$ cat config.mk
export PLATFORM = sky130hd
export DESIGN_NAME = arp_resolver
export DESIGN_NICKNAME = d
export VERILOG_FILES = /design/src/rtl/arp_resolver.sv
export SDC_FILE = /design/constraint.sdc
export NUM_CORES = 1
export LEC_CHECK = 0
export CELL_PAD_IN_SITES_DETAIL_PLACEMENT = 0
export CELL_PAD_IN_SITES_GLOBAL_PLACEMENT = 1
export CORE_ASPECT_RATIO = 0.75
export CORE_UTILIZATION = 29
export CTS_CLUSTER_DIAMETER = 120
export DETAILED_ROUTE_END_ITERATION = 16
export PLACE_DENSITY = 0.85
export SLEW_MARGIN = 25
export SYNTH_ARGS = -nofsm -noshare
export SYNTH_HDL_FRONTEND = slang
export SYNTH_SLANG_ARGS = --single-unit
export TNS_END_PERCENT = 10
$ cat constraint.sdc
create_clock -name clk -period 3.4 [get_ports clk]
set_input_delay 0.34 -clock clk [delete_from_list [all_inputs] [get_ports clk]]
set_output_delay 0.34 -clock clk [all_outputs]
set_load 0.02 [all_outputs]
$ cat src/rtl/arp_resolver.sv
// Resolves a next-hop IPv4 address to a MAC via the ARP cache, issuing ARP
// requests on a miss and re-querying after each matching cache write or timeout.
module arp_resolver #(
   parameter int RETRY_COUNT    = 4,
   parameter int RETRY_INTERVAL = 250000000,
   parameter int TIMER_WIDTH    = 32
) (
   input  logic        clk,
   input  logic        rst,
   input  logic        lookup_req_valid,
   output logic        lookup_req_ready,
   input  logic [31:0] lookup_req_ip,
   output logic        lookup_resp_valid,
   input  logic        lookup_resp_ready,
   output logic        lookup_resp_error,
   output logic [47:0] lookup_resp_mac,
   output logic        cache_query_valid,
   input  logic        cache_query_ready,
   output logic [31:0] cache_query_ip,
   input  logic        cache_resp_valid,
   output logic        cache_resp_ready,
   input  logic        cache_resp_error,
   input  logic [47:0] cache_resp_mac,
   input  logic        snoop_write_valid,
   input  logic [31:0] snoop_write_ip,
   output logic        arp_tx_valid,
   input  logic        arp_tx_ready,
   output logic [31:0] arp_tx_target_ip,
   input  logic [31:0] local_ip,
   input  logic [31:0] gateway_ip,
   input  logic [31:0] subnet_mask
);

   localparam int CNT_W = $clog2(RETRY_COUNT + 1);

   typedef enum logic [2:0] {
      IDLE, QUERY, WAIT_CACHE, SEND_ARP, WAIT_REPLY, RESPOND
   } state_t;

   state_t                 state_q, state_d;
   logic [31:0]            target_q, target_d;
   logic [CNT_W-1:0]       retry_q, retry_d;
   logic [TIMER_WIDTH-1:0] timer_q, timer_d;
   logic [47:0]            mac_q, mac_d;
   logic                   err_q, err_d;
   logic                   req_ready_q, query_valid_q, cresp_ready_q, arp_valid_q, resp_valid_q;

   logic req_fire, query_fire, cresp_fire, arp_fire, resp_fire;
   logic is_bcast, off_subnet, snoop_hit;

   assign req_fire   = lookup_req_valid & req_ready_q;
   assign query_fire = query_valid_q & cache_query_ready;
   assign cresp_fire = cache_resp_valid & cresp_ready_q;
   assign arp_fire   = arp_valid_q & arp_tx_ready;
   assign resp_fire  = resp_valid_q & lookup_resp_ready;

   assign is_bcast   = (lookup_req_ip == 32'hFFFF_FFFF) ||
                       ((lookup_req_ip & ~subnet_mask) == ~subnet_mask);
   assign off_subnet = ((lookup_req_ip ^ local_ip) & subnet_mask) != 32'd0;
   assign snoop_hit  = snoop_write_valid && (snoop_write_ip == target_q);

   // NOTE: every variable gets its hold value first so no path through the case infers a latch.
   always_comb begin
      state_d  = state_q;
      target_d = target_q;
      retry_d  = retry_q;
      timer_d  = timer_q;
      mac_d    = mac_q;
      err_d    = err_q;
      unique case (state_q)
         IDLE: if (req_fire) begin
            if (is_bcast) begin
               mac_d   = 48'hFFFF_FFFF_FFFF;
               err_d   = 1'b0;
               state_d = RESPOND;
            end else begin
               target_d = off_subnet ? gateway_ip : lookup_req_ip;
               retry_d  = CNT_W'(RETRY_COUNT);
               state_d  = QUERY;
            end
         end
         QUERY: if (query_fire) state_d = WAIT_CACHE;
         WAIT_CACHE: if (cresp_fire) begin
            if (!cache_resp_error) begin
               mac_d   = cache_resp_mac;
               err_d   = 1'b0;
               state_d = RESPOND;
            end else if (retry_q == '0) begin
               mac_d   = '0;
               err_d   = 1'b1;
               state_d = RESPOND;
            end else begin
               state_d = SEND_ARP;
            end
         end
         SEND_ARP: if (arp_fire) begin
            retry_d = retry_q - CNT_W'(1);
            timer_d = TIMER_WIDTH'(RETRY_INTERVAL - 1);
            state_d = WAIT_REPLY;
         end
         WAIT_REPLY: begin
            // A matching cache write wins over expiry landing in the same cycle.
            if (snoop_hit || timer_q == '0) state_d = QUERY;
            else                            timer_d = timer_q - TIMER_WIDTH'(1);
         end
         RESPOND: if (resp_fire) state_d = IDLE;
         default: state_d = IDLE;
      endcase
   end

   // NOTE: handshake outputs are registered from the next state, so each one is
   // high exactly while its state is held and changes one cycle after the fire.
   always_ff @(posedge clk) begin
      if (rst) begin
         state_q       <= IDLE;
         target_q      <= '0;
         retry_q       <= '0;
         timer_q       <= '0;
         mac_q         <= '0;
         err_q         <= 1'b0;
         req_ready_q   <= 1'b0;
         query_valid_q <= 1'b0;
         cresp_ready_q <= 1'b0;
         arp_valid_q   <= 1'b0;
         resp_valid_q  <= 1'b0;
      end else begin
         state_q       <= state_d;
         target_q      <= target_d;
         retry_q       <= retry_d;
         timer_q       <= timer_d;
         mac_q         <= mac_d;
         err_q         <= err_d;
         req_ready_q   <= (state_d == IDLE);
         query_valid_q <= (state_d == QUERY);
         cresp_ready_q <= (state_d == WAIT_CACHE);
         arp_valid_q   <= (state_d == SEND_ARP);
         resp_valid_q  <= (state_d == RESPOND);
      end
   end

   assign lookup_req_ready  = req_ready_q;
   assign lookup_resp_valid = resp_valid_q;
   assign lookup_resp_error = err_q;
   assign lookup_resp_mac   = mac_q;
   assign cache_query_valid = query_valid_q;
   assign cache_query_ip    = target_q;
   assign cache_resp_ready  = cresp_ready_q;
   assign arp_tx_valid      = arp_valid_q;
   assign arp_tx_target_ip  = target_q;

endmodule
# == Word-level counts from Yosys, hierarchy flattened ==
# Index checks and enable logic that the tools add are counted.
# op_classes
bitwise_logic,10
addsub,2
n_mux,30
eq_ne,19
n_reduce_logical,15
# ops
op,n
2-to-1 mux 48 bit,5
2-to-1 mux 32 bit,3
one-hot mux 48 bit (2 select lines),1
AND 32 bit,2
equality test 32 bit,2
one-hot mux 32 bit (2 select lines),1
2-to-1 mux 3 bit,12
"equality test 32 bit, second input constant",1
logical NOT 32 bit,1
NOT 32 bit,1
nonzero test 32 bit,1
"subtractor 32 x 1 -> 32 bit, second input constant",1
bitwise XOR 32 bit,1
one-hot mux 3 bit (6 select lines),1
"equality test 3 x 2 -> 1 bit, second input constant",4
"!= test 2 bit, second input constant",6
"equality test 3 bit, second input constant",3
logical NOT 3 bit,3
"equality test 3 x 1 -> 1 bit, second input constant",2
one-hot mux 3 bit (2 select lines),1
AND reduction 3 bit,2
nonzero test 2 bit,3
AND 1 bit,5
2-to-1 mux 1 bit,5
8 further kinds,9
# totals
wordCells,87
register_bits,124
inputBits,217

# == Depth between registers and ports, before layout ==
# Gate-level depths: netlist (run 1).
# logic_depth
depth_word,8
mapped_depth,9

# == Worst setup path after synthesis (run 1) ==
# No wires, ideal clock.
# synth_path
kind,register to register
from,register timer_q[2]
to,register timer_q[1]
slack_ps,951
path_stages_with_launch,9
synth_period_minus_slack_ps,2449
arrival_time_ps,2358
cell_sequence,dfxtp_1 -> or4_4 -> or4_1 -> buf_2 -> nor4_4 -> nand2b_2 -> o21ai_4 -> buf_6 -> a311oi_1
# synth_between
elab_chain_cells,4
# synth_rtl
item,line_no,text
from (decl),43,"logic [TIMER_WIDTH-1:0] timer_q, timer_d;"
from (signal assigned),130,timer_q <= timer_d;
logical NOT 32 bit,103,if (snoop_hit || timer_q == '0) state_d = QUERY;
logical OR 1 bit,103,
!= test 2 bit (no line),--,
AND reduction 3 bit (no line),--,
# No other way between the ends.
# A chain may end at the register's enable or synchronous reset.

# == Worst setup path in the final report (run 1) ==
# layout_path
from,register timer_q[13]
to,register timer_q[27]
# layout_between
elab_chain_cells,4
elab_cells_between_ends,7
cone_classes,add/sub: 1; eq/ne: 1; mux: 2; reduce/logical: 3
# layout_rtl
item
branches (longest 4 deep; another with subtractor 32 x 1 -> 32 bit)
# Parallel ways; which one is timed is not known. The select of a mux whose other input is x is not followed.

==> results of run 1 <==
==> synth_stat cells (11+ instances only) <==
master / n
a211oi_1: 35
a21oi_1: 25
a221oi_1: 49
a22oi_1: 17
buf_4: 33
clkbuf_1: 38
dfxtp_1: 124
inv_1: 58
mux2i_1: 33
nand2_1: 62
nand4_1: 16
nor2_1: 58
nor3_1: 16
nor4_1: 17
o22ai_1: 14
or3_1: 11
xnor2_1: 42
xor2_1: 36
==> cells by family after synthesis <==
family                     synth area share
muxes                                0.0496
AOI/OAI and AO/OA                     0.186
and+or+nand+nor                       0.179
adders and majority gates           0.00752
xor gates and xnor gates              0.103
buffers and inverters                 0.102
DFF                                   0.373
==> area by class of cell <==
cell class,count,share of cell area
inverters,58,0.0204
flip-flops and latches,124,0.232
clock inverters,15,0.0142
well taps,294,0.0344
repair buffers,353,0.329
clock buffers,17,0.0398
multi-input cells,510,0.330
==> sequential cells by signal (all words and copies together) (netlist names), 3 cells and up <==
| register | count |
|---|---|
| arp_tx_target_ip | 32 |
| lookup_resp_mac | 48 |
| retry_q | 3 |
| state_q | 3 |
| timer_q | 32 |
==> layout by cell type, fill, tap and decap left out, drive strengths merged, types with 3 or more instances in the layout <==
| cell type | synthesis | routed |
|---|---|---|
| nand4b | 4 | 4 |
| a22oi | 17 | 17 |
| dfxtp | 124 | 124 |
| buf | 42 | 20 |
| clkdlybuf4s50 | 0 | 333 |
| or4 | 10 | 10 |
| nor2b | 3 | 3 |
| a211oi | 35 | 35 |
| nor3 | 16 | 16 |
| and3 | 5 | 5 |
| nor4 | 19 | 19 |
| mux2i | 33 | 33 |
| o22ai | 14 | 14 |
| xor2 | 36 | 36 |
| o211ai | 3 | 3 |
| a221oi | 49 | 49 |
| nand4 | 16 | 16 |
| or3 | 13 | 13 |
| nand2b | 6 | 6 |
| a21oi | 26 | 26 |
| nand2 | 62 | 62 |
| ha | 4 | 4 |
| clkbuf | 39 | 17 |
| xnor2 | 42 | 42 |
| a31o | 3 | 3 |
| inv | 58 | 65 |
| o21ai | 7 | 7 |
| nand3 | 7 | 7 |
| nor2 | 58 | 58 |
| clkinv | 0 | 5 |
==> metrics by stage <==
step	setup WS, ns	hold slack (ns)
5_1_grt	0.300	0.485
4_1_cts	0.550	0.451
3_5_place_dp	0.506	0.457
6_report	0.449	0.465
2_1_floorplan	0.951	0.444
3_3_place_gp	0.549	0.451
==> power breakdown <==
group / internal [mW] / switching (mW)
registers: 1.49 / 0.0690
logic: 0.459 / 0.375
clock network: 1.03 / 0.745
total: 2.98 / 1.19
==> layer usage <==
metal  vias to the layer above  global-route usage  share of wire
met2                       254               0.314           0.43
met4                         0              0.0556          0.014
met5                         -                   0              0
met1                      3295               0.326           0.49
met3                        22              0.0545          0.068
li1                       3348                   -              -
==> worst max-delay path: cells and delay by family, from the launching register on <==
family / cells / cell delay [ns]
simple gates: 5 / 2.22
flops: 1 / 0.33
xor+xnor: 1 / 0.16
compound gates: 1 / 0.08
==> path summary, 6_finish.rpt <==
kind,from,endpoint,slack (ns),cells after the start
worst max register to register,timer_q[13],timer_q[27],0.45,7
worst min register to register,retry_q[0],retry_q[0],0.46,2
worst max-delay path,timer_q[13],timer_q[27],0.45,7
worst min-delay path,retry_q[0],retry_q[0],0.46,2
==> flow_metrics.py, run 1 <==
metrics = {
    "synth": {
        "flip_flop_and_latch_count_after_synthesis": 124,
        "synth.area.top_cells": "dfxtp_1 (37%), a221oi_1 (6.4%), xnor2_1 (5.5%), mux2i_1 (5.0%), xor2_1 (4.7%)",
        "synth_edf_count": 0,
        "yosys.area.top_type_share": 0.373,
        "post_synth_inst_count": 773,
        "synth_top_cell_by_area": "dfxtp_1",
        "synth_cell_type_count": 56,
        "ys_warn_count": 0,
        "ys_seq_area_frac": 0.373,
        "synth.net_count": 994,
        "ys_dominant_reg_cell": "dfxtp_1",
        "synthArstFlopShare": 0,
        "syn_avg_cell_area_um2": 8.61,
        "post_synth_instance_area_um2": 6660,
    },
    "timing": {
        "grt_setup_unrepaired": "no",
        "clock-skew-final_ns": 0.0120,
        "max_freq_ghz": 0.339,
        "layout_worst_path_cycle_share": 0.868,
        "slew_headroom": 0.463,
        "final_setup_fails": 0,
        "min_period_ns": 2.95,
        "finalMaxSlewViolations": 0,
        "setup-tns-final_ns": 0,
        "final_hold_violation_count": 0,
        "worst_slew_pin_slew_ns": 0.799,
    },
    "detailed_routing": {
        "route.detailed.drc": 0,
        "avgRoutedWirePerCell_um": 19.3,
        "wirelength_um": 26400,
        "first_iter_violations": 504,
        "antenna_violating_nets_post_route": 0,
        "detail_route.first_pass.iterations": 6,
        "routed_via_density": 5.05,
        "num_vias": 6919,
    },
    "critical_path": {
        "start_kind": "register",
        "crit_arrival_ns": 3.22,
        "critical_path.max_stage_delay_ns": 0.71,
        "timing.critical_path.slowest_stage_cell": "nor4_1",
        "crit_required_ns": 3.66,
        "crit_path_max_fanout": 7,
        "cp_cell_sequence": "nor4_1 > or3b_1 > nor4_1 > nand2_1 > nor4_1 > xnor2_1 > a21oi_1",
        "crit_type": "reg -> reg",
        "critical_path.endpoint_type": "register",
        "critical-path-top-cell-by-count": "nor4_1",
    },
    "floorplan": {
        "area_of_the_core_um2": 22300,
        "initial_core_util": 0.299,
        "ioPinCount": 335,
        "die-width_um": 177,
        "placementRows": 47,
        "fp.dieArea_um2": 23600,
        "die_height_um": 133,
    },
    "global_routing": {
        "antenna_found_initial": 0,
        "grt.total_usage": 0.220,
        "grt_start_max_net_pins": 65,
        "grt_overflow_total": 0,
        "grt_first_pass_wirelength_um": 38800,
        "first_global_vias": 6519,
    },
    "clocking": {
        "cts_post_setup_buffers_inserted": 0,
        "insertion_delay_ns": 0.42,
        "hold_buffers": 0,
        "cts-root-buf": "clkbuf_16",
        "clock-sinks": 124,
        "cts-root-to-sink-buffers": 2,
        "ctsHtreeMaxLevel": 4,
        "tritoncts_clock_tree": "built",
        "cts_repair_resize_count": 0,
        "clkTransAtPathRegs_ns": 0.06,
        "cts_made_buffers": 17,
    },
    "placed_design": {
        "numPortBuffers": 334,
        "gpl.final_weighted_congestion": 0.969,
        "dp_cells": 1339,
        "placed_cell_area_um2": 10100,
        "dpl.hpwl_um": 20600,
    },
    "cells_and_area": {
        "fin_area_um2": 10700,
        "layout.nets": 1285,
        "antenna_cells": 0,
        "multiInputGateArea_um2": 3530,
        "area.growth.synth_to_final_pct": 60.5,
        "fillerInstances": 2102,
        "finalCoreUtilization": 0.479,
        "finish.cell_count_without_fillers": 1371,
        "drive_above_1_share": 0.0669,
        "area.sequential_um2": 2480,
    },
    "flow_run": {
        "timing.max_cap.violations": 0,
    },
    "run_status": {
        "run_status": "complete, no violations",
    },
    "pwr": {
        "finalPower_mw": 4.17,
        "worst_ir_drop_vdd_uv": 249,
        "power.density_cell_area_nw_per_um2": 391,
        "p_leak_nw": 3.78,
    },
    "worst_hold_path": {
        "worst_hold_path_type": "reg -> reg",
    },
}
Note: power is estimated with default switching activity, not from simulation.
==> run 2, diff against run 1 <==
--- a/config.mk
+++ b/config.mk
@@ -8,9 +8,11 @@
 export CELL_PAD_IN_SITES_DETAIL_PLACEMENT = 0
 export CELL_PAD_IN_SITES_GLOBAL_PLACEMENT = 1
 export CORE_ASPECT_RATIO = 0.75
+export CORE_MARGIN = 2
 export CORE_UTILIZATION = 29
 export CTS_CLUSTER_DIAMETER = 120
 export DETAILED_ROUTE_END_ITERATION = 16
+export HOLD_SLACK_MARGIN = 0.12
 export PLACE_DENSITY = 0.85
 export SLEW_MARGIN = 25
 export SYNTH_ARGS = -nofsm -noshare
==> run 2 against run 1 <==
First-iteration DRC count shrank 9.1%. Combinational power is essentially flat. Worst setup slack gained 0.12 ns. Flip-flop and latch count is the same. Largest power group unchanged.
==> flow_metrics.py, run 2 (synthesized netlist as in run 1, its figures left out) <==
metrics = {
    "global_routing": {
        "grt_first_pass_wirelength_um": 38800,
        "first_global_vias": 6647,
        "grt_start_max_net_pins": 64,
        "antenna_found_initial": 1,
        "grt.total_usage": 0.213,
        "grt_overflow_total": 0,
    },
    "critical_path": {
        "r2r_setup_slack_ns": 0.57,
        "crit_arrival_ns": 3.17,
        "worstReg2RegStart": "timer_q[9]",
        "start_kind": "register",
        "crit_required_ns": 3.74,
        "timing.critical_path.from": "timer_q[9]",
        "crit_type": "reg -> reg",
        "critical_path.endpoint_type": "register",
        "worst-r2r-cell-count": 8,
        "crit_path_max_fanout": 10,
    },
    "run_status": {
        "run_status": "complete, no violations",
    },
    "timing": {
        "final_hold_violation_count": 0,
        "final_setup_fails": 0,
        "setup-tns-final_ns": 0,
        "clock-skew-final_ns": 0.0130,
        "grt_setup_unrepaired": "no",
        "min_period_ns": 2.83,
        "finalHoldWorstSlack_ns": 0.451,
        "slew_headroom": 0.525,
        "layout_worst_path_cycle_share": 0.833,
        "finalMaxSlewViolations": 0,
        "max_freq_ghz": 0.353,
        "worst_slew_pin_slew_ns": 0.705,
    },
    "floorplan": {
        "initial_core_util": 0.299,
        "placementRows": 47,
        "die_height_um": 135,
        "ioPinCount": 335,
        "fp.dieArea_um2": 24200,
        "area_of_the_core_um2": 22300,
        "die-width_um": 179,
    },
    "detailed_routing": {
        "route.detailed.drc": 0,
        "routed_via_density": 4.97,
        "first_iter_violations": 458,
        "detail_route.first_pass.iterations": 5,
        "num_vias": 6836,
        "wirelength_um": 26000,
        "avgRoutedWirePerCell_um": 18.9,
        "antenna_violating_nets_post_route": 0,
    },
    "cells_and_area": {
        "layout.nets": 1288,
        "most_common_cell_after_layout_fill_and_taps_aside": "clkdlybuf4s50_1",
        "largest_register_ff_count": 48,
        "layout.cells.most_common_list": "clkdlybuf4s50_1 (333), dfxtp_1 (124), nand2_1 (62), inv_1 (58), nor2_1 (56)",
        "area.growth.synth_to_final_pct": 61.6,
        "fillerInstances": 2128,
        "drive_above_1_share": 0.0694,
    },
    "flow_run": {
        "timing.max_cap.violations": 0,
    },
    "pwr": {
        "worst_ir_drop_vdd_uv": 311,
        "p_leak_nw": 3.82,
        "clockPowerShare": 0.442,
        "swShare": 0.271,
        "fraction_of_power_consumed_by_sequential_logic": 0.364,
        "power.density_cell_area_nw_per_um2": 398,
        "power_report.internal_total_mw": 3.12,
        "comb_power_share": 0.194,
        "p_sw_mw": 1.16,
    },
    "worst_hold_path": {
        "hold_depth": 2,
        "worst_hold_path_type": "in -> reg",
        "worst_hold_startpoint": "rst",
    },
    "placed_design": {
        "gpl.final_weighted_congestion": 0.958,
        "dpl.hpwl_um": 20600,
        "numPortBuffers": 334,
    },
    "clocking": {
        "cts-root-buf": "clkbuf_16",
        "cts-root-to-sink-buffers": 2,
        "cts_post_setup_buffers_inserted": 0,
        "tritoncts_clock_tree": "built",
        "ctsHtreeMaxLevel": 4,
        "cts_made_buffers": 17,
        "cts_repair_resize_count": 0,
        "insertion_delay_ns": 0.42,
        "clock-sinks": 124,
        "hold_buffers": 0,
        "clkTransAtPathRegs_ns": 0.06,
    },
}
-- run 2: cell types whose count changed in the layout (fill, tap and decap cells not counted), sizes merged --
cell / change
clkinvlp: +1
clkinv: -1
diode: +1
buf: +3
inv: -2
bufinv: +2
-- run 2: critical path: stages, from the launching register on --
cell	delay, ns
dfxtp_1	0.34
or4_4	0.56
or3b_1	0.52
nor4_4	0.44
nor2_1	0.12
a21oi_2	0.26
buf_4	0.22
or4_1	0.14
mux2i_1	0.16
-- run 2: layout make-up --
class | instances | area (µm²) | share of cell area
timing repair buffer | 356 | 3540 | 0.330
multi-input combinational | 510 | 3530 | 0.328
sequential | 124 | 2480 | 0.231
clock buffer | 17 | 425 | 0.0396
tap | 294 | 368 | 0.0342
inverter | 58 | 218 | 0.0202
clock inverter | 15 | 186 | 0.0173
antenna | 1 | 2.50 | 0.000233
-- run 2: routing by layer --
layer  part of all wire  GRT usage  wire (µm)
met5                  0          0          0
met4              0.011     0.0474        295
met3              0.072     0.0572       1860
met2               0.45      0.318      11600
met1               0.47      0.305      12300
-- run 2: final timing paths --
kind	endpoint
max	timer_q[10]
min	retry_q[1]
max reg2reg	timer_q[10]
min reg2reg	lookup_resp_mac[37]
-- run 2: stage by stage --
stage,setup slack [ns],util,std cells,area (µm²),power [mW]
2_1_floorplan,0.951,-,773,6660,1.93
3_3_place_gp,0.552,0.455,1342,10100,2.42
3_5_place_dp,0.481,0.455,1342,10100,2.42
4_1_cts,0.576,0.482,1374,10700,4.31
5_1_grt,0.396,0.482,1374,10700,4.44
6_report,0.568,0.482,1375,10800,4.28
-- run 2: power by group through the flow --
stage	logic, mW	clock network, mW	registers [mW]
final	0.832	1.89	1.56
after CTS	0.831	1.93	1.56
after global routing	0.881	2.00	1.56
after floorplan	0.319	0	1.61
after global placement	0.824	0	1.59
after detailed placement	0.827	0	1.59
